$ cat src/rtl/cdc_mailbox_rx.sv
// Receive side of a toggle-handshake mailbox: settles the synchronized request,
// captures the held word into a small FWFT FIFO and returns an ack toggle.
module cdc_mailbox_rx #(
  parameter int unsigned WIDTH         = 8,
  parameter int unsigned DEPTH         = 4,
  parameter int unsigned SETTLE_CYCLES = 2
) (
  input  logic                       clk,
  input  logic                       reset,
  input  logic                       req_sync,
  input  logic [WIDTH-1:0]           data_sync,
  output logic                       ack,
  output logic [WIDTH-1:0]           out_data,
  output logic                       out_valid,
  input  logic                       out_ready,
  output logic [$clog2(DEPTH+1)-1:0] fifo_count,
  output logic                       busy
);

  localparam int unsigned PTR_W = $clog2(DEPTH);
  localparam int unsigned CNT_W = $clog2(DEPTH + 1);
  localparam int unsigned SET_W = (SETTLE_CYCLES > 1) ? $clog2(SETTLE_CYCLES) : 1;

  typedef enum logic [1:0] {
    IDLE    = 2'd0,
    SETTLE  = 2'd1,
    CAPTURE = 2'd2
  } state_t;

  state_t             state_q, state_d;
  logic [SET_W-1:0]   settle_q, settle_d;
  logic               ack_d;
  logic               push;
  logic               pop;
  logic               space;
  logic [PTR_W-1:0]   wr_ptr, rd_ptr;
  logic [CNT_W-1:0]   count_d;
  logic [WIDTH-1:0]   mem [DEPTH];

  // A pop in the same cycle frees a slot, so a full FIFO can still accept.
  assign pop   = out_valid && out_ready;
  assign space = (fifo_count < CNT_W'(DEPTH)) || pop;

  // Handshake state register
  always_ff @(posedge clk) begin
    if (reset) begin
      state_q  <= IDLE;
      settle_q <= '0;
      ack      <= 1'b0;
      busy     <= 1'b0;
    end else begin
      state_q  <= state_d;
      settle_q <= settle_d;
      ack      <= ack_d;
      busy     <= (state_d != IDLE);
    end
  end

  // Next-state: detect pending request, wait out the settle interval, capture
  always_comb begin
    state_d  = state_q;
    settle_d = settle_q;
    ack_d    = ack;
    push     = 1'b0;
    unique case (state_q)
      IDLE: begin
        if (req_sync != ack) begin
          state_d  = SETTLE;
          settle_d = SET_W'(SETTLE_CYCLES - 1);
        end
      end
      SETTLE: begin
        if (settle_q == '0) begin
          state_d = CAPTURE;
        end else begin
          settle_d = settle_q - SET_W'(1);
        end
      end
      CAPTURE: begin
        if (space) begin
          push    = 1'b1;
          ack_d   = ~ack;
          state_d = IDLE;
        end
      end
      default: state_d = IDLE;
    endcase
  end

  // Occupancy update
  always_comb begin
    count_d = fifo_count;
    if (push && !pop) begin
      count_d = fifo_count + CNT_W'(1);
    end else if (pop && !push) begin
      count_d = fifo_count - CNT_W'(1);
    end
  end

  // FIFO pointers and occupancy
  always_ff @(posedge clk) begin
    if (reset) begin
      wr_ptr     <= '0;
      rd_ptr     <= '0;
      fifo_count <= '0;
      out_valid  <= 1'b0;
    end else begin
      if (push) wr_ptr <= wr_ptr + PTR_W'(1);
      if (pop)  rd_ptr <= rd_ptr + PTR_W'(1);
      fifo_count <= count_d;
      out_valid  <= (count_d != '0);
    end
  end

  // Storage is intentionally left uninitialized across reset
  always_ff @(posedge clk) begin
    if (push) mem[wr_ptr] <= data_sync;
  end

  assign out_data = mem[rd_ptr];

endmodule

$ cat config.mk
export PLATFORM = sky130hd
export DESIGN_NAME = cdc_mailbox_rx
export DESIGN_NICKNAME = d
export VERILOG_FILES = /design/src/rtl/cdc_mailbox_rx.sv
export SDC_FILE = /design/constraint.sdc
export NUM_CORES = 1
export LEC_CHECK = 0
export CAP_MARGIN = 15
export CORE_ASPECT_RATIO = 1.2
export CORE_MARGIN = 2
export CORE_UTILIZATION = 53
export DETAILED_ROUTE_END_ITERATION = 8
export GPL_TIMING_DRIVEN = 0
export PLACE_DENSITY = 0.88
export REMOVE_ABC_BUFFERS = 1
export SLEW_MARGIN = 15
export SYNTH_ARGS = -nofsm -noshare
export SYNTH_HDL_FRONTEND = slang
export SYNTH_SLANG_ARGS = --single-unit
$ cat constraint.sdc
create_clock -name clk -period 2.2 [get_ports clk]
set_clock_uncertainty 0.2 [all_clocks]
set_input_delay 0.55 -clock clk [delete_from_list [all_inputs] [get_ports clk]]
set_output_delay 0.55 -clock clk [all_outputs]
set_load 0.02 [all_outputs]
---- Yosys cells after proc, flatten, opt, wreduce, memory -nomap -nowiden ----
Memory sizes are Yosys's and may differ from the RTL's. A register that Yosys moved wholly into a read port is not among the register bits.
Cells that the tools add are included.
cells by class
  magnitude comparators ................... 1
  $add $sub $neg .......................... 5
  bitwise logic cells ..................... 1
  reductions and logical operators ........ 12
  muxes and demuxes ....................... 15
  equality and inequality tests ........... 4
operators by type and width
  operator             count
  $mux 2               5
  $mux 1               6
  $mux 3               2
  $pmux 2 s3           1
  $add 2x1->2 const B  2
  $reduce_and 2->1     2
  $reduce_bool 2->1    2
  $add 3x1->3 const B  1
  $logic_and 1x1->1    3
  $lt 3x3->1 const B   1
  $reduce_bool 3->1    1
  $sub 3x1->3 const B  1
  $eq 2x1->1 const B   1
  $eq 2x2->1 const B   1
  $logic_not 1->1      2
  $logic_not 2->1      1
  $ne 2x2->1 const B   1
  $pmux 1 s2           1
  $logic_or 1x1->1     1
  $ne 1x1->1           1
  $not 1->1            1
  $sub 1x1->1 const B  1
word-level totals
  logic and storage cells ................. 47
  memory bits (writable) .................. 32
  memories ................................ 1
  bits of input ports ..................... 12
  register bits ........................... 13
memory list
  memory  words  width  rd ports  clocked after memory_dff  wr ports  line  text
  mem     4      8      1         1                         1         38    logic [WIDTH-1:0] mem [DEPTH];

---- Longest topological paths before layout ----
Gate-level depths: netlist of run 1.
  depth after elaboration ................. 9
  depth in mapped cells ................... 6
  mapped depth without buffers ............ 6

---- Worst setup path before layout of run 1 ----
OpenSTA, ideal clock, no wires.
  path type ............................... register to output
  start ................................... register with a tool-made name
  end ..................................... output port out_data[0]
  data required time ...................... 1.450 ns
  path slack .............................. 0.333 ns
  stages on the path, launching flop included .. 3
  data arrival time ....................... 1.117 ns
  buffers on the path ..................... 1
  path through ............................ dfxtp_1 -> buf_2 -> mux4_2
RTL lines
  element        line  text
  end, declared  13    output logic [WIDTH-1:0] out_data,

==> results.py, run 1 <==
metrics = {
    "route": {
        "drt_iter0_markers": 31,
        "ant_nets": 0,
        "avgViaCountPerCell": 5.508,
        "drt_first_pass_iters": 4,
        "drt-total-wl_mm": 3.137,
        "route.detailed.drc": 0,
        "wl_per_cell_um": 16.60,
        "via_count": 1041,
    },
    "logic_synthesis": {
        "synth_edf_count": 32,
        "synth-xor-area-share": 0.02374,
        "synth_fa_ha_area_frac": 0.04071,
        "syn_inst": 118,
        "synthTopCellsByArea": "edfxtp_1, dfxtp_1, mux4_2",
        "yosys-top-cells-count": "edfxtp_1, dfxtp_1, mux4_2, nor2_1, a21oi_1",
        "synth_top_area_cell": "edfxtp_1",
        "synth_compound_area_frac": 0.05902,
        "synth.most_common_cell": "edfxtp_1",
        "avgSynthCellArea_um2": 15.63,
        "yosysSeqAreaShare": 0.6839,
        "yosys_warnings": 0,
        "ys_ff_latch": 47,
        "synth_area_um2": 1844,
        "synth_top_family_by_area": "multiplexers",
        "netlist.area_leader.share": 0.5210,
        "synthArstFlopShare": 0,
        "synthMuxAreaShare": 0.09769,
        "synthSimpleGateAreaFrac": 0.07598,
        "ys.flop_type": "edfxtp_1",
        "synth_cell_types": 28,
    },
    "critical_path": {
        "path_class": "reg -> out",
        "crit_arrival_ns": 1.46,
        "crit_path_top_delay_cell": "mux4_2",
        "cp.required_ns": 1.45,
        "cp-start-kind": "flop",
        "path_cells": "buf_4, mux4_2, buf_6",
        "cp-end-kind": "output pin",
        "path_max_fanout": 4,
        "max_stage_delay_ns": 0.50,
    },
    "finish": {
        "multi_input_area_um2": 560.5,
        "layout.nets": 169,
        "syn_to_final_growth_pct": 27.14,
        "layout.cells.non_filler": 189,
        "seqCellArea_um2": 1265,
        "n_antenna_cell": 0,
        "fill_cells": 219,
        "drive_gt1_frac": 0.2434,
    },
    "clock_tree": {
        "cts_buffers": 5,
        "cts_tree": "built",
        "cts_max_level": 2,
        "clk_pin_slew_ns": 0.08,
        "clockBufferDepth": 2,
        "root_buffer": "clkbuf_8",
        "cts_sinks": 47,
        "clock_latency_ns": 0.30,
    },
    "job": {
        "drv_cap": 0,
    },
    "die": {
        "ios": 26,
        "dieWidth_um": 57.85,
        "die_height_um": 68.62,
        "die_area_um2": 3970,
        "row_count": 23,
        "core_um2": 3338,
        "initial_core_util": 0.5525,
    },
    "placed_design": {
        "portBuffers": 25,
        "place.gp.congestion": 0.7562,
        "dp_slack_ns": -0.4386,
        "dp_cells": 177,
        "hpwl_mm": 2.165,
    },
    "global_route": {
        "antenna_found_initial": 0,
        "overflow": 0,
        "grt_pass1_wl_mm": 4.823,
        "grt_pass1_vias": 1075,
        "grt_use_total": 0.1727,
        "grt_start_max_net_pins": 15,
    },
    "sta": {
        "period_share": 1.007,
        "setup_viol": 4,
        "worst_pin_slew_ns": 0.4374,
        "rsz0062_at_grt": "true",
        "finalHoldViolCount": 0,
        "timing.slew.headroom": 0.7075,
        "setup_ws_ns": -0.01497,
        "fmax_mhz": 451.5,
        "fin_crit_ns": 2.215,
        "finalMaxSlewViolations": 0,
    },
    "run_status": {
        "failed_checks": "setup timing",
        "outcome": "finished, violations left",
    },
    "min_path": {
        "hold_path.class": "reg -> reg",
    },
    "power_and_ir_drop": {
        "leakage_nw": 0.8448,
        "ir_drop_uv": 713.0,
        "powerDensity_nw_per_um2": 1020,
    },
}
==> sequential cells by signal, indices dropped and copies added, names as in the netlist, named ones only <==
register	count
fifo_count	3
state_q	2
busy	1
settle_q	1
rd_ptr	2
wr_ptr	2
mem	32
ack	1
out_valid	1
==> path summary, 6_finish.rpt <==
kind | start | to | slack (ns) | depth (start not counted)
worst max-delay path | flop | out_data[4] | -0.01 | 3
worst min-delay path | rd_ptr[0]$_SDFFE_PP0P_ | rd_ptr[0]$_SDFFE_PP0P_ | 0.36 | 2
worst max register to register | out_valid$_SDFF_PP0_ | out_valid$_SDFF_PP0_ | 0.49 | 5
worst min register to register | rd_ptr[0]$_SDFFE_PP0P_ | rd_ptr[0]$_SDFFE_PP0P_ | 0.36 | 2
==> layer usage <==
layer	GRT usage	share of wire	up-vias	wire length, um
met5	0	0	-	0
li1	-	-	497	-
met2	0.3125	0.52	29	1635
met1	0.1747	0.40	506	1267
met3	0.06343	0.054	9	168
met4	0.08721	0.021	0	66
==> power by group <==
group | switching (mW) | internal (mW) | total [mW]
Combinational | 0.261 | 0.312 | 0.574
Sequential | 0.0747 | 1.02 | 1.09
Clock | 0.274 | 0.454 | 0.728
Total | 0.610 | 1.78 | 2.39
==> area by class of cell <==
| class | instances | share of cell area |
|---|---|---|
| tap | 37 | 0.01974 |
| inverter | 6 | 0.009605 |
| multi-input combinational | 62 | 0.2391 |
| clock inverter | 2 | 0.02561 |
| sequential | 47 | 0.5395 |
| clock buffer | 6 | 0.03095 |
| timing repair buffer | 29 | 0.1355 |
==> worst max-delay path: cells and delay by family, from the launching register on <==
family	cells	cell delay, ns
buffers and inverters	2	0.27
muxes	1	0.50
DFF	1	0.39
==> per-stage QoR <==
| step | power [mW] | cell area [um^2] | hold slack [ns] | setup TNS (ns) | utilization |
|---|---|---|---|---|---|
| 6_report | 2.392 | 2345 | 0.3571 | -0.04068 | 0.7024 |
| 5_1_grt | 2.500 | 2345 | 0.3914 | -0.4054 | 0.7024 |
| 4_1_cts | 2.344 | 2268 | 0.3378 | -0.1980 | 0.6795 |
| 3_5_place_dp | 1.606 | 2128 | 0.3299 | -16.15 | 0.6376 |
| 3_3_place_gp | 1.583 | 2128 | 0.2968 | -13.11 | 0.6376 |
| 2_1_floorplan | 1.403 | 1832 | 0.2843 | 0 | - |
==> placed cells by master (no fill, tap or decap), types with 3 or more instances in the layout <==
cell type,synthesis,routed
nor2_1,8,8
ha_1,6,6
xor2_1,3,3
clkdlybuf4s50_1,0,16
dfxtp_1,15,14
clkbuf_8,0,5
nor3_1,3,3
mux4_2,8,8
and2_2,0,4
buf_6,0,8
a21oi_1,7,7
edfxtp_1,32,32
inv_1,6,6
a21o_1,3,3
==> what timing repair did <==
action	CTS	global route
hold buffers	0	0
resized for setup	44	12
hold endpoints to repair	0	0
setup endpoints to repair	40	19
buffers inserted	1	3
pin swaps	0	0
==> cell families after synthesis <==
family          count (synthesis)
simple gates                   25
fa+ha+maj                       6
xor+xnor                        5
flops                          47
compound gates                 18
buf+inv                         9
mux                             8
Note: power is estimated with default switching activity, not from simulation.
==> inputs of run 2 (changes only) <==
--- a/config.mk
+++ b/config.mk
@@ -9,6 +9,7 @@
 export CORE_ASPECT_RATIO = 1.2
 export CORE_MARGIN = 2
 export CORE_UTILIZATION = 53
+export CTS_BUF_LIST = sky130_fd_sc_hd__clkbuf_16
 export DETAILED_ROUTE_END_ITERATION = 8
 export GPL_TIMING_DRIVEN = 0
 export PLACE_DENSITY = 0.88
==> run 2 against run 1 <==
The flow still finishes with violations (setup timing). Register-to-register slack about the same. Count of clock-buffer cells in the layout down 1. Flip-flop and latch count unchanged. Die area unchanged. Routed wire length up 2.7%. Power up 8.0%. Worst hold slack worse by 0.023 ns. Critical path depth unchanged.
==> results.py, run 2 (same netlist as run 1, synthesis figures left out) <==
metrics = {
    "sta": {
        "finalHoldViolCount": 0,
        "fmax_mhz": 450.0,
        "fin_crit_ns": 2.222,
        "rsz0062_at_grt": "true",
        "timing.slew.headroom": 0.7102,
        "hold_ws_ns": 0.3342,
        "fin_tns_setup_ns": -0.06675,
        "worst_pin_slew_ns": 0.4334,
        "finalMaxSlewViolations": 0,
        "setup_viol": 6,
        "period_share": 1.010,
        "setup_ws_ns": -0.02243,
    },
    "placed_design": {
        "dp_slack_ns": -0.4386,
        "place.gp.congestion": 0.7562,
        "dp_cells": 177,
        "hpwl_mm": 2.165,
        "portBuffers": 25,
    },
    "power_and_ir_drop": {
        "p_int_mw": 1.953,
        "powerDensity_nw_per_um2": 1089,
        "swShare": 0.2442,
        "p_switching_mw": 0.6309,
        "ir_drop_uv": 964.1,
        "clock_power_share": 0.366,
        "p_seq_frac": 0.424,
        "p_comb_frac": 0.210,
        "leakage_nw": 0.8539,
    },
    "finish": {
        "layout_common_cells": "edfxtp_1, clkdlybuf4s50_1, dfxtp_1",
        "reg_top3": "mem: 32 flops, fifo_count: 3 flops",
        "drive_gt1_frac": 0.2549,
        "largest_reg_flops": 32,
        "fill_cells": 221,
        "regMostFlops": "mem",
        "layout.cells.non_filler": 190,
        "n_antenna_cell": 0,
        "layout.nets": 170,
        "syn_to_final_growth_pct": 28.70,
        "multi_input_area_um2": 560.5,
        "layout_commonest_cell": "edfxtp_1",
        "seqCellArea_um2": 1266,
    },
    "die": {
        "row_count": 23,
        "initial_core_util": 0.5525,
        "dieWidth_um": 57.85,
        "core_um2": 3338,
        "die_height_um": 68.62,
        "ios": 26,
        "die_area_um2": 3970,
    },
    "global_route": {
        "grt_pass1_vias": 1111,
        "grt_use_total": 0.1840,
        "antenna_found_initial": 0,
        "grt_start_max_net_pins": 15,
        "overflow": 0,
        "grt_pass1_wl_mm": 5.106,
    },
    "job": {
        "drv_cap": 0,
    },
    "clock_tree": {
        "root_buffer": "clkbuf_16",
        "hold_buffers": 0,
        "clockBufferDepth": 2,
        "clk_pin_slew_ns": 0.06,
        "cts_max_level": 2,
        "cts_buffers": 5,
        "clock_latency_ns": 0.29,
        "cts_tree": "built",
        "cts_sinks": 47,
    },
    "route": {
        "route.detailed.drc": 0,
        "ant_nets": 0,
        "drt-total-wl_mm": 3.223,
        "wl_per_cell_um": 16.96,
        "drt_iter0_markers": 32,
        "drt_first_pass_iters": 4,
        "via_count": 1049,
        "avgViaCountPerCell": 5.521,
    },
    "critical_path": {
        "cp-start-kind": "flop",
        "path_cells": "buf_4, mux4_2, buf_6",
        "crit_path_top_delay_cell": "mux4_2",
        "cp.required_ns": 1.45,
        "crit_arrival_ns": 1.47,
        "path_max_fanout": 7,
        "max_stage_delay_ns": 0.50,
        "cp-end-kind": "output pin",
        "path_class": "reg -> out",
    },
    "run_status": {
        "outcome": "finished, violations left",
        "failed_checks": "setup timing",
    },
    "min_path": {
        "hold_path.class": "reg -> reg",
    },
}
## run 2: cell count changes in the layout (fill, tap and decap cells not counted), sizes merged
cell	before	now
buf	12	13
clkbuf	6	5
clkdlybuf4s50	16	17
dlymetal6s2s	1	0
inv	6	7
## run 2: final cells by class
type | instances | share of cell area
Inverter | 6 | 0.009489
Timing Repair Buffer | 30 | 0.1218
Clock buffer | 5 | 0.05271
Multi-Input combinational cell | 62 | 0.2362
Clock inverter | 3 | 0.02688
Sequential cell | 47 | 0.5335
Tap cell | 37 | 0.01950
## run 2: worst max-delay path, delay by kind of cell, from the launching register on
family	cells	cell delay, ns
buffers and inverters	2	0.28
DFF	1	0.41
muxes	1	0.50
## run 2: metal layers
layer | part of all wire | vias to the layer above | GRT usage
li1 | - | 505 | -
met1 | 0.40 | 504 | 0.1934
met2 | 0.52 | 33 | 0.3182
met3 | 0.057 | 7 | 0.06903
met4 | 0.023 | 0 | 0.1047
met5 | 0 | - | 0
## run 2: final timing paths
kind | start | cells past startpoint | to | slack, ns
max | flop | 3 | out_data[1] | -0.02
min | settle_q$_SDFFE_PP0P_ | 2 | settle_q$_SDFFE_PP0P_ | 0.33
max reg2reg | out_valid$_SDFF_PP0_ | 3 | mem[1][6]$_DFFE_PP_ | 0.48
min reg2reg | settle_q$_SDFFE_PP0P_ | 2 | settle_q$_SDFFE_PP0P_ | 0.33
## run 2: stage by stage
step | power (mW) | cell area (um^2) | utilization
floorplan | 1.403 | 1832 | -
global placement | 1.583 | 2128 | 0.6376
detailed placement | 1.606 | 2128 | 0.6376
CTS | 2.568 | 2337 | 0.7002
global route | 2.690 | 2374 | 0.7110
finish | 2.584 | 2374 | 0.7110
## run 2: what timing repair did
| item | 4_1_cts | 5_1_grt |
|---|---|---|
| buffers inserted | 5 | 0 |
| resized for setup | 37 | 16 |
| setup endpoints to repair | 40 | 40 |
| cloned | 0 | 0 |
## run 2: power by group through the flow
stage	Clock, mW	Combinational, mW	Sequential (mW)
floorplan	0	0.267	1.14
global placement	0	0.471	1.11
detailed placement	0	0.489	1.12
CTS	0.964	0.512	1.09
global route	0.999	0.586	1.11
finish	0.945	0.542	1.10
==> inputs of run 3 (changes only) <==
--- a/config.mk
+++ b/config.mk
@@ -14,6 +14,7 @@
 export GPL_TIMING_DRIVEN = 0
 export PLACE_DENSITY = 0.88
 export REMOVE_ABC_BUFFERS = 1
+export SKIP_LAST_GASP = 1
 export SLEW_MARGIN = 15
 export SYNTH_ARGS = -nofsm -noshare
 export SYNTH_HDL_FRONTEND = slang
==> run 3 against run 2 <==
Cell count up 0.53%. Maximum frequency down 0.39%. The run still ends with setup timing left. Largest cell class unchanged. Highest routed layer unchanged. Sequential share of layout area down 0.17 points. Via count about the same. Clock power about the same. Critical path type unchanged. Worst hold slack about the same.
==> results.py, run 3 (same netlist as run 1, synthesis figures left out) <==
metrics = {
    "route": {
        "met3_wirelength_um": 190,
        "wl_met1_mm": 1.303,
        "drt_iter0_markers": 25,
        "avgViaCountPerCell": 5.497,
        "ant_nets": 0,
        "drt-total-wl_mm": 3.244,
        "drt_first_pass_iters": 4,
        "wl_per_cell_um": 16.98,
        "maxUsedRoutingLayer": "met4",
        "met2_wirelength_mm": 1.656,
        "via_count": 1050,
        "route.detailed.drc": 0,
    },
    "clock_tree": {
        "hold_buffers": 0,
        "cts_max_level": 2,
        "cts_buffers": 5,
        "clockBufferDepth": 2,
        "root_buffer": "clkbuf_16",
        "cts_tree": "built",
        "clock_latency_ns": 0.29,
        "clk_pin_slew_ns": 0.07,
        "cts_sinks": 47,
    },
    "finish": {
        "syn_to_final_growth_pct": 29.10,
        "layout.nets": 171,
        "layout_common_cells": "edfxtp_1, clkdlybuf4s50_1, dfxtp_1",
        "layout_commonest_cell": "edfxtp_1",
        "layout.cells.non_filler": 191,
        "drive_gt1_frac": 0.2597,
        "n_antenna_cell": 0,
        "largest_reg_flops": 32,
        "regMostFlops": "mem",
        "reg_top3": "mem: 32 flops, fifo_count: 3 flops",
        "final_util": 0.7133,
    },
    "critical_path": {
        "cp.required_ns": 1.45,
        "cp-end-kind": "output pin",
        "cp-start-kind": "flop",
        "path_max_fanout": 7,
        "r2r_slack_ns": 0.49,
        "crit_arrival_ns": 1.48,
        "path_class": "reg -> out",
    },
    "global_route": {
        "antenna_found_initial": 0,
        "grt_use_total": 0.1840,
        "grt_pass1_vias": 1111,
        "grt_pass1_wl_mm": 5.106,
        "grt_start_max_net_pins": 15,
        "overflow": 0,
    },
    "die": {
        "row_count": 23,
        "dieWidth_um": 57.85,
        "die_area_um2": 3970,
        "die_height_um": 68.62,
        "ios": 26,
        "initial_core_util": 0.5525,
        "core_um2": 3338,
    },
    "min_path": {
        "hold_path.class": "reg -> reg",
    },
    "sta": {
        "timing.slew.headroom": 0.7112,
        "period_share": 1.014,
        "rsz0062_at_grt": "true",
        "setup_ws_ns": -0.03112,
        "finalHoldViolCount": 0,
        "fin_crit_ns": 2.231,
        "finalMaxSlewViolations": 0,
        "worst_pin_slew_ns": 0.4319,
        "hold_ws_ns": 0.3342,
        "fin_tns_setup_ns": -0.03936,
        "setup_viol": 2,
        "fmax_mhz": 448.2,
    },
    "placed_design": {
        "place.gp.congestion": 0.7562,
        "hpwl_mm": 2.165,
        "dp_slack_ns": -0.4386,
        "dp_cells": 177,
        "portBuffers": 25,
    },
    "job": {
        "drv_cap": 0,
    },
    "power_and_ir_drop": {
        "ir_drop_uv": 971.6,
        "powerDensity_nw_per_um2": 1089,
        "leakage_nw": 0.8595,
    },
    "run_status": {
        "failed_checks": "setup timing",
        "outcome": "finished, violations left",
    },
}
[run 3: changes by cell type in the layout (fill, tap and decap cells not counted)]
cell      before  now
buf_2          2    1
buf_4          4    5
clkbuf_2       0    1
[run 3: area by class of cell]
type	instances	area [um^2]
Timing Repair Buffer	31	296.5
Tap cell	37	46.29
Fill cell	221	957.2
Clock buffer	5	125.1
Inverter	6	22.52
Clock inverter	3	63.81
Sequential cell	47	1266
Multi-Input combinational cell	62	560.5
[run 3: what timing repair did]
action,CTS,global route
endpoints found under the setup margin,40,40
gates resized for setup,36,16
setup buffers,5,1
[run 3: worst paths after layout]
| path | startpoint | end | depth (start not counted) |
|---|---|---|---|
| min | settle_q$_SDFFE_PP0P_ | settle_q$_SDFFE_PP0P_ | 2 |
| min reg2reg | settle_q$_SDFFE_PP0P_ | settle_q$_SDFFE_PP0P_ | 2 |
| max | flop | out_data[2] | 3 |
| max reg2reg | out_valid$_SDFF_PP0_ | out_valid$_SDFF_PP0_ | 5 |
[run 3: per-layer routing]
metal | vias up | GRT usage
li1 | 507 | -
met1 | 499 | 0.1934
met2 | 35 | 0.3182
met3 | 9 | 0.06903
met4 | 0 | 0.1047
met5 | - | 0
[run 3: power by group]
part / leakage (nW) / internal (mW) / switching, mW
Sequential: 0.412 / 1.02 / 0.0767
Combinational: 0.352 / 0.295 / 0.256
Clock: 0.0952 / 0.646 / 0.301
Total: 0.859 / 1.96 / 0.635
[run 3: worst max-delay path: stages, from the launching register on]
cell	delay (ns)
dfxtp_4	0.40
buf_4	0.13
mux4_2	0.49
clkbuf_2	0.17
[run 3: metrics by stage]
stage	power [mW]	area, um^2
finish	2.593	2381
global route	2.698	2381
CTS	2.567	2336
detailed placement	1.606	2128
global placement	1.583	2128
floorplan	1.403	1832
